--- config.mk ---
export PLATFORM = sky130hd
export DESIGN_NAME = sram_port_arbiter
export DESIGN_NICKNAME = d
export VERILOG_FILES = /design/src/rtl/sram_port_arbiter.sv
export SDC_FILE = /design/constraint.sdc
export NUM_CORES = 1
export LEC_CHECK = 0
export CORE_ASPECT_RATIO = 0.8
export CORE_MARGIN = 4
export CORE_UTILIZATION = 33
export DETAILED_ROUTE_END_ITERATION = 16
export GPL_ROUTABILITY_DRIVEN = 0
export HOLD_SLACK_MARGIN = 0.08
export PLACE_DENSITY = 0.91
export SYNTH_ARGS = -nofsm -noshare
export SYNTH_HDL_FRONTEND = slang
export SYNTH_SLANG_ARGS = --single-unit
--- constraint.sdc ---
create_clock -name cpu_clk_50M -period 1.8 [get_ports cpu_clk_50M]
set_clock_uncertainty 0.05 [all_clocks]
set_input_delay 0.18 -clock cpu_clk_50M [delete_from_list [all_inputs] [get_ports cpu_clk_50M]]
set_output_delay 0.18 -clock cpu_clk_50M [all_outputs]
set_load 0.05 [all_outputs]
--- src/rtl/sram_port_arbiter.sv ---
// sram_port_arbiter: shares one single-port synchronous SRAM between the
// instruction-fetch port and the data port of the MiniMIPS32 core.
//
// Ports:
//   cpu_clk_50M, cpu_rst_n       clock, synchronous active-low reset
//   i_req/i_addr                 fetch request and address
//   i_rdata/i_valid              registered fetch data, one-cycle done pulse
//   d_req/d_we/d_addr/d_wdata    data request (d_we == 0 means load)
//   d_rdata/d_valid              registered load data, one-cycle done pulse
//   stallreq_mem                 stall request while any requester is unserved
//   sram_ce/we/addr/wdata        SRAM command, driven only in the issue cycle
//   sram_rdata                   SRAM read data, RD_LAT cycles after issue

module sram_port_arbiter #(
    parameter int RD_LAT = 1,
    parameter int AW     = 32,
    parameter int DW     = 32
) (
    input  logic          cpu_clk_50M,
    input  logic          cpu_rst_n,
    input  logic          i_req,
    input  logic [AW-1:0] i_addr,
    output logic [DW-1:0] i_rdata,
    output logic          i_valid,
    input  logic          d_req,
    input  logic [3:0]    d_we,
    input  logic [AW-1:0] d_addr,
    input  logic [DW-1:0] d_wdata,
    output logic [DW-1:0] d_rdata,
    output logic          d_valid,
    output logic          stallreq_mem,
    output logic          sram_ce,
    output logic [3:0]    sram_we,
    output logic [AW-1:0] sram_addr,
    output logic [DW-1:0] sram_wdata,
    input  logic [DW-1:0] sram_rdata
);

    localparam logic [1:0] CNT_INIT = 2'(RD_LAT - 1);

    typedef enum logic {
        IDLE,
        RWAIT
    } state_t;

    state_t     state;
    state_t     state_nxt;
    logic [1:0] cnt;
    logic       last_grant;
    logic       owner;

    logic       i_elig;
    logic       d_elig;
    logic       grant_d;
    logic       issue;
    logic       d_write;
    logic       capture;

    // A port's own valid cycle consumes its request, so a req that is
    // still high during that cycle must not be granted a second time.
    assign i_elig  = i_req & ~i_valid;
    assign d_elig  = d_req & ~d_valid;

    // Data wins when alone, or on a conflict when I was granted last.
    assign grant_d = d_elig & (~i_elig | ~last_grant);

    // Reset gates the issue so nothing reaches the SRAM while held.
    assign issue   = cpu_rst_n & (state == IDLE) & (i_elig | d_elig);
    assign d_write = grant_d & (d_we != 4'b0000);
    assign capture = (state == RWAIT) & (cnt == 2'd0);

    assign stallreq_mem = cpu_rst_n &
                          ((i_req & ~i_valid) | (d_req & ~d_valid));

    // State register.
    always_ff @(posedge cpu_clk_50M) begin
        if (!cpu_rst_n) begin
            state <= IDLE;
        end else begin
            state <= state_nxt;
        end
    end

    // Next-state logic. Writes complete without leaving IDLE.
    always_comb begin
        state_nxt = state;
        unique case (state)
            IDLE: begin
                if (issue && !d_write) begin
                    state_nxt = RWAIT;
                end
            end
            RWAIT: begin
                if (cnt == 2'd0) begin
                    state_nxt = IDLE;
                end
            end
            default: state_nxt = IDLE;
        endcase
    end

    // Output logic: SRAM command only in the issue cycle.
    always_comb begin
        sram_ce    = 1'b0;
        sram_we    = 4'b0000;
        sram_addr  = '0;
        sram_wdata = '0;
        if (issue) begin
            sram_ce    = 1'b1;
            sram_wdata = d_wdata;
            if (grant_d) begin
                sram_we   = d_we;
                sram_addr = d_addr;
            end else begin
                sram_addr = i_addr;
            end
        end
    end

    // Grant history, latency counter and the registered return path.
    always_ff @(posedge cpu_clk_50M) begin
        if (!cpu_rst_n) begin
            cnt        <= 2'd0;
            last_grant <= 1'b0;
            owner      <= 1'b0;
            i_valid    <= 1'b0;
            d_valid    <= 1'b0;
            i_rdata    <= '0;
            d_rdata    <= '0;
        end else begin
            i_valid <= 1'b0;
            d_valid <= 1'b0;

            if (issue) begin
                last_grant <= grant_d;
                if (d_write) begin
                    d_valid <= 1'b1;
                end else begin
                    cnt   <= CNT_INIT;
                    owner <= grant_d;
                end
            end else if (state == RWAIT && cnt != 2'd0) begin
                cnt <= cnt - 2'd1;
            end

            // Only the owner's buffer is loaded; the other one holds.
            if (capture) begin
                if (owner) begin
                    d_rdata <= sram_rdata;
                    d_valid <= 1'b1;
                end else begin
                    i_rdata <= sram_rdata;
                    i_valid <= 1'b1;
                end
            end
        end
    end

endmodule

==> metrics.md <==
| Metric | Value |
|---|---|
| Worst Setup End Kind | output pin |
| Pwr dens | 710 nW/um2 |
| Type of the setup path with the least slack | flip-flop to output pin |
| Finished Core Util | 81.4% |
| GR Overflow Total | 0 |
| Worst slew margin | 59.5% |
| Nets in the synthesized netlist | 606 |
| Avg Synthesized Cell Area | 7.33 um2 |
| Number of buffers inserted during clock tree synthesis | 9 |
| Signal arrival time at the worst endpoint | 1740 ps |
| Max Fanout on Critical Path | 7 |
| Post-route clock period utilization | 110% |
| Filler cell count in the final layout | 539 |
| CP Cell Sequence | nor2b_4 > buf_6 > a21oi_4 > buf_12 > buf_12 > nand2_2 > a21oi_4 > buf_12 |
| Post-synth cell types | 32 |
| Number of buffer cells added on primary ports | 271 |
| # rows | 33 |
| Final WL | 21100 um |
| Transition time at the pin with the least slew margin | 608 ps |
| Horizontal die dimension | 122 um |
| Area fraction of the dominant cell type after synthesis | 41.4% |
| Die boundary height | 99.3 um |
| Vias in the first global route | 4904 |
| Per-cell via count in the routed design | 5.27 |
| Post-Place Setup Slack | -223 ps |
| Hpwl dp | 13700 um |
| Number of vias in the routed layout | 4713 |
| Status | finished with violations |
| Net count reported at finish | 887 |
| Core footprint | 10200 um2 |
| Proportion of synthesized flip-flops having asynchronous set or reset | 0% |
| Clock insertion delay at the later pin of the skew report | 330 ps |
| Clock root cell | sky130_fd_sc_hd__clkbuf_16 |
| Cell area after technology mapping | 3440 um2 |
| Category of the worst setup path launch point | flip-flop |
| Final worst slack | -174 ps |
| Register Area | 1420 um2 |
| GRT Overall Usage | 31.9% |
| Hold Fails Final Rpt | 0 |
| First-pass iteration count of the detailed router | 6 |
| Most common cell after layout, fill and taps aside | sky130_fd_sc_hd__clkdlybuf4s50_1 |
| Maximum number of pins on one net before global-route repair | 74 |
| Clock Sink Count | 71 |
| Clock H-tree levels | 3 |
| Slew Limit Fails | 0 |
| Library cell contributing the largest single delay on the critical path | sky130_fd_sc_hd__dfxtp_2 |
| Detail Route Antenna Nets | 0 |
| Max-cap violations | 0 |
| Commonest cells after routing, fill and taps aside | 193 x sky130_fd_sc_hd__clkdlybuf4s50_1, 171 x sky130_fd_sc_hd__nand2_1, 78 x sky130_fd_sc_hd__buf_12, 69 x sky130_fd_sc_hd__dfxtp_1, 59 x sky130_fd_sc_hd__a21boi_1 |
| Worst path max stage delay | 360 ps |
| Fraction of final layout cells with drive strength greater than 1 | 31.1% |
| Area growth from synthesis to final layout | 142% |
| Top FF cell, synth | sky130_fd_sc_hd__dfxtp_1 |
| WL/cell | 23.6 um |
| Timing-limited maximum frequency | 507 MHz |
| Register area share after synthesis | 41.4% |
| Cell occurring most often along the worst timing path | sky130_fd_sc_hd__buf_12 |
| Syn Inst Count | 469 |
| CTS tree | built |
| I/O pin total | 272 |
| Placed instance count | 862 |
| Wire length of the first global-routing pass | 29100 um |
| Initial Utilization | 33.7% |
| Die ar. | 12100 um2 |
| Dominant cells by area after synthesis | sky130_fd_sc_hd__dfxtp_1 41%, sky130_fd_sc_hd__nand2_1 22%, sky130_fd_sc_hd__a21boi_1 13%, sky130_fd_sc_hd__and2_1 6.2%, sky130_fd_sc_hd__a21oi_1 4.8% |
| Top delay family on crit path | buffers and inverters |
| Drc violations | 0 |
| Bufs on Longest Clock Path | 2 |
| Number of hold-repair buffers added at the cts stage | 0 |
| Unrepaired setup endpoints after global routing | yes |
| Violation count after the first detailed-routing iteration | 264 |
| Worst voltage drop across the vdd grid | 0.791 mV |
| Number of enable flip-flop cells after synthesis | 0 |
| Type of the most critical hold path | primary input to flip-flop |
| Synthesis-stage register bit count | 71 |
| Number of buffer and inverter stages on the critical path | 4 |
| Post-place instance area | 7380 um2 |
| Synthesis warning total | 0 |
| Shortest clock period the worst path allows after layout | 1970 ps |
| Violations in the final reports | negative setup slack |
| Data required time at the worst endpoint | 1570 ps |
| Area occupied by multi-input gates | 2450 um2 |
| Final std cells w/o fill | 895 |
| Leakage Power | 3.16 nW |
| Final count of negative-setup-slack endpoints | 69 |
| Cell type with the largest total area after synthesis | sky130_fd_sc_hd__dfxtp_1 |
| Post-CTS clock slew at the launch and capture registers of the worst setup and hold paths | 60 ps |
| Antenna Cells | 0 |
| Post-route cell area | 8300 um2 |
| Initial antenna violation count | 0 |
-- through the flow --
step / hold WS, ps / setup TNS [ps] / power (mW)
after CTS: 366 / -4960 / 5.73
after global routing: 383 / -11640 / 6.05
final: 372 / -8670 / 5.89
after global placement: 389 / -8170 / 3.74
after floorplan: 265 / 0 / 2.72
after detailed placement: 398 / -10060 / 3.78
-- worst min-delay path, cell delays in order --
cell	delay, ps
sky130_fd_sc_hd__clkdlybuf4s50_1	420
sky130_fd_sc_hd__nand2_1	60
sky130_fd_sc_hd__a21boi_1	50
-- logic make-up after synthesis --
group	count (synthesis)	share of synthesized area [%]
AOI/OAI and AO/OA	106	21.2
xor gates and xnor gates	1	0.255
adders and majority gates	1	0.364
buffers and inverters	39	5.57
DFF	71	41.4
and+or+nand+nor	251	31.2
-- final cells by class --
cell class | instances | area share, %
Tap cell | 140 | 2.11
Clock inverter | 6 | 0.829
Sequential cell | 71 | 17.2
Multi-Input combinational cell | 359 | 29.5
Timing Repair Buffer | 306 | 47.5
Clock buffer | 10 | 2.76
Inverter | 3 | 0.166
-- where the power goes --
part,total (mW),leakage [nW],internal [mW],switching (mW)
clock network,1.77,0.143,1.08,0.695
registers,1.66,0.576,1.63,0.0387
logic,2.45,2.44,1.16,1.30
-- synth_stat cells, drive strengths merged, types with 2 or more instances --
cell,instances
a21boi,64
a21o,2
a21oi,34
and2,34
and3,5
buf,20
clkbuf,16
dfxtp,71
inv,3
nand2,198
nor2,5
nor2b,5
-- registers in the layout, indices dropped and copies added, names as in the netlist --
signal	cells
d_valid	1
last_grant	1
owner	1
i_valid	1
d_rdata	32
i_rdata	32
cnt	2
state	1
-- final timing paths --
kind | startpoint | endpoint | slack [ps] | cells after the start
max reg2reg | cnt[0] | i_rdata[18] | 160 | 7
min reg2reg | i_rdata[25] | i_rdata[25] | 400 | 2
max | i_valid | sram_addr[5] | -170 | 8
min | sram_rdata[4] | d_rdata[4] | 370 | 3
-- timing repair --
action	CTS	global route
gates cloned	6	3
pin swaps	8	41
setup endpoints to repair	69	70
gates resized for setup	60	49
setup buffers	4	5
-- metal layers --
metal	GRT usage (%)	up-vias	part of all wire, %
met1	32.5	2244	35
met2	54.2	315	48
li1	-	2072	-
met4	18.2	0	6.6
met3	14.3	82	11
met5	1.25	-	0
No activity file was read; power rests on OpenSTA's default activity.
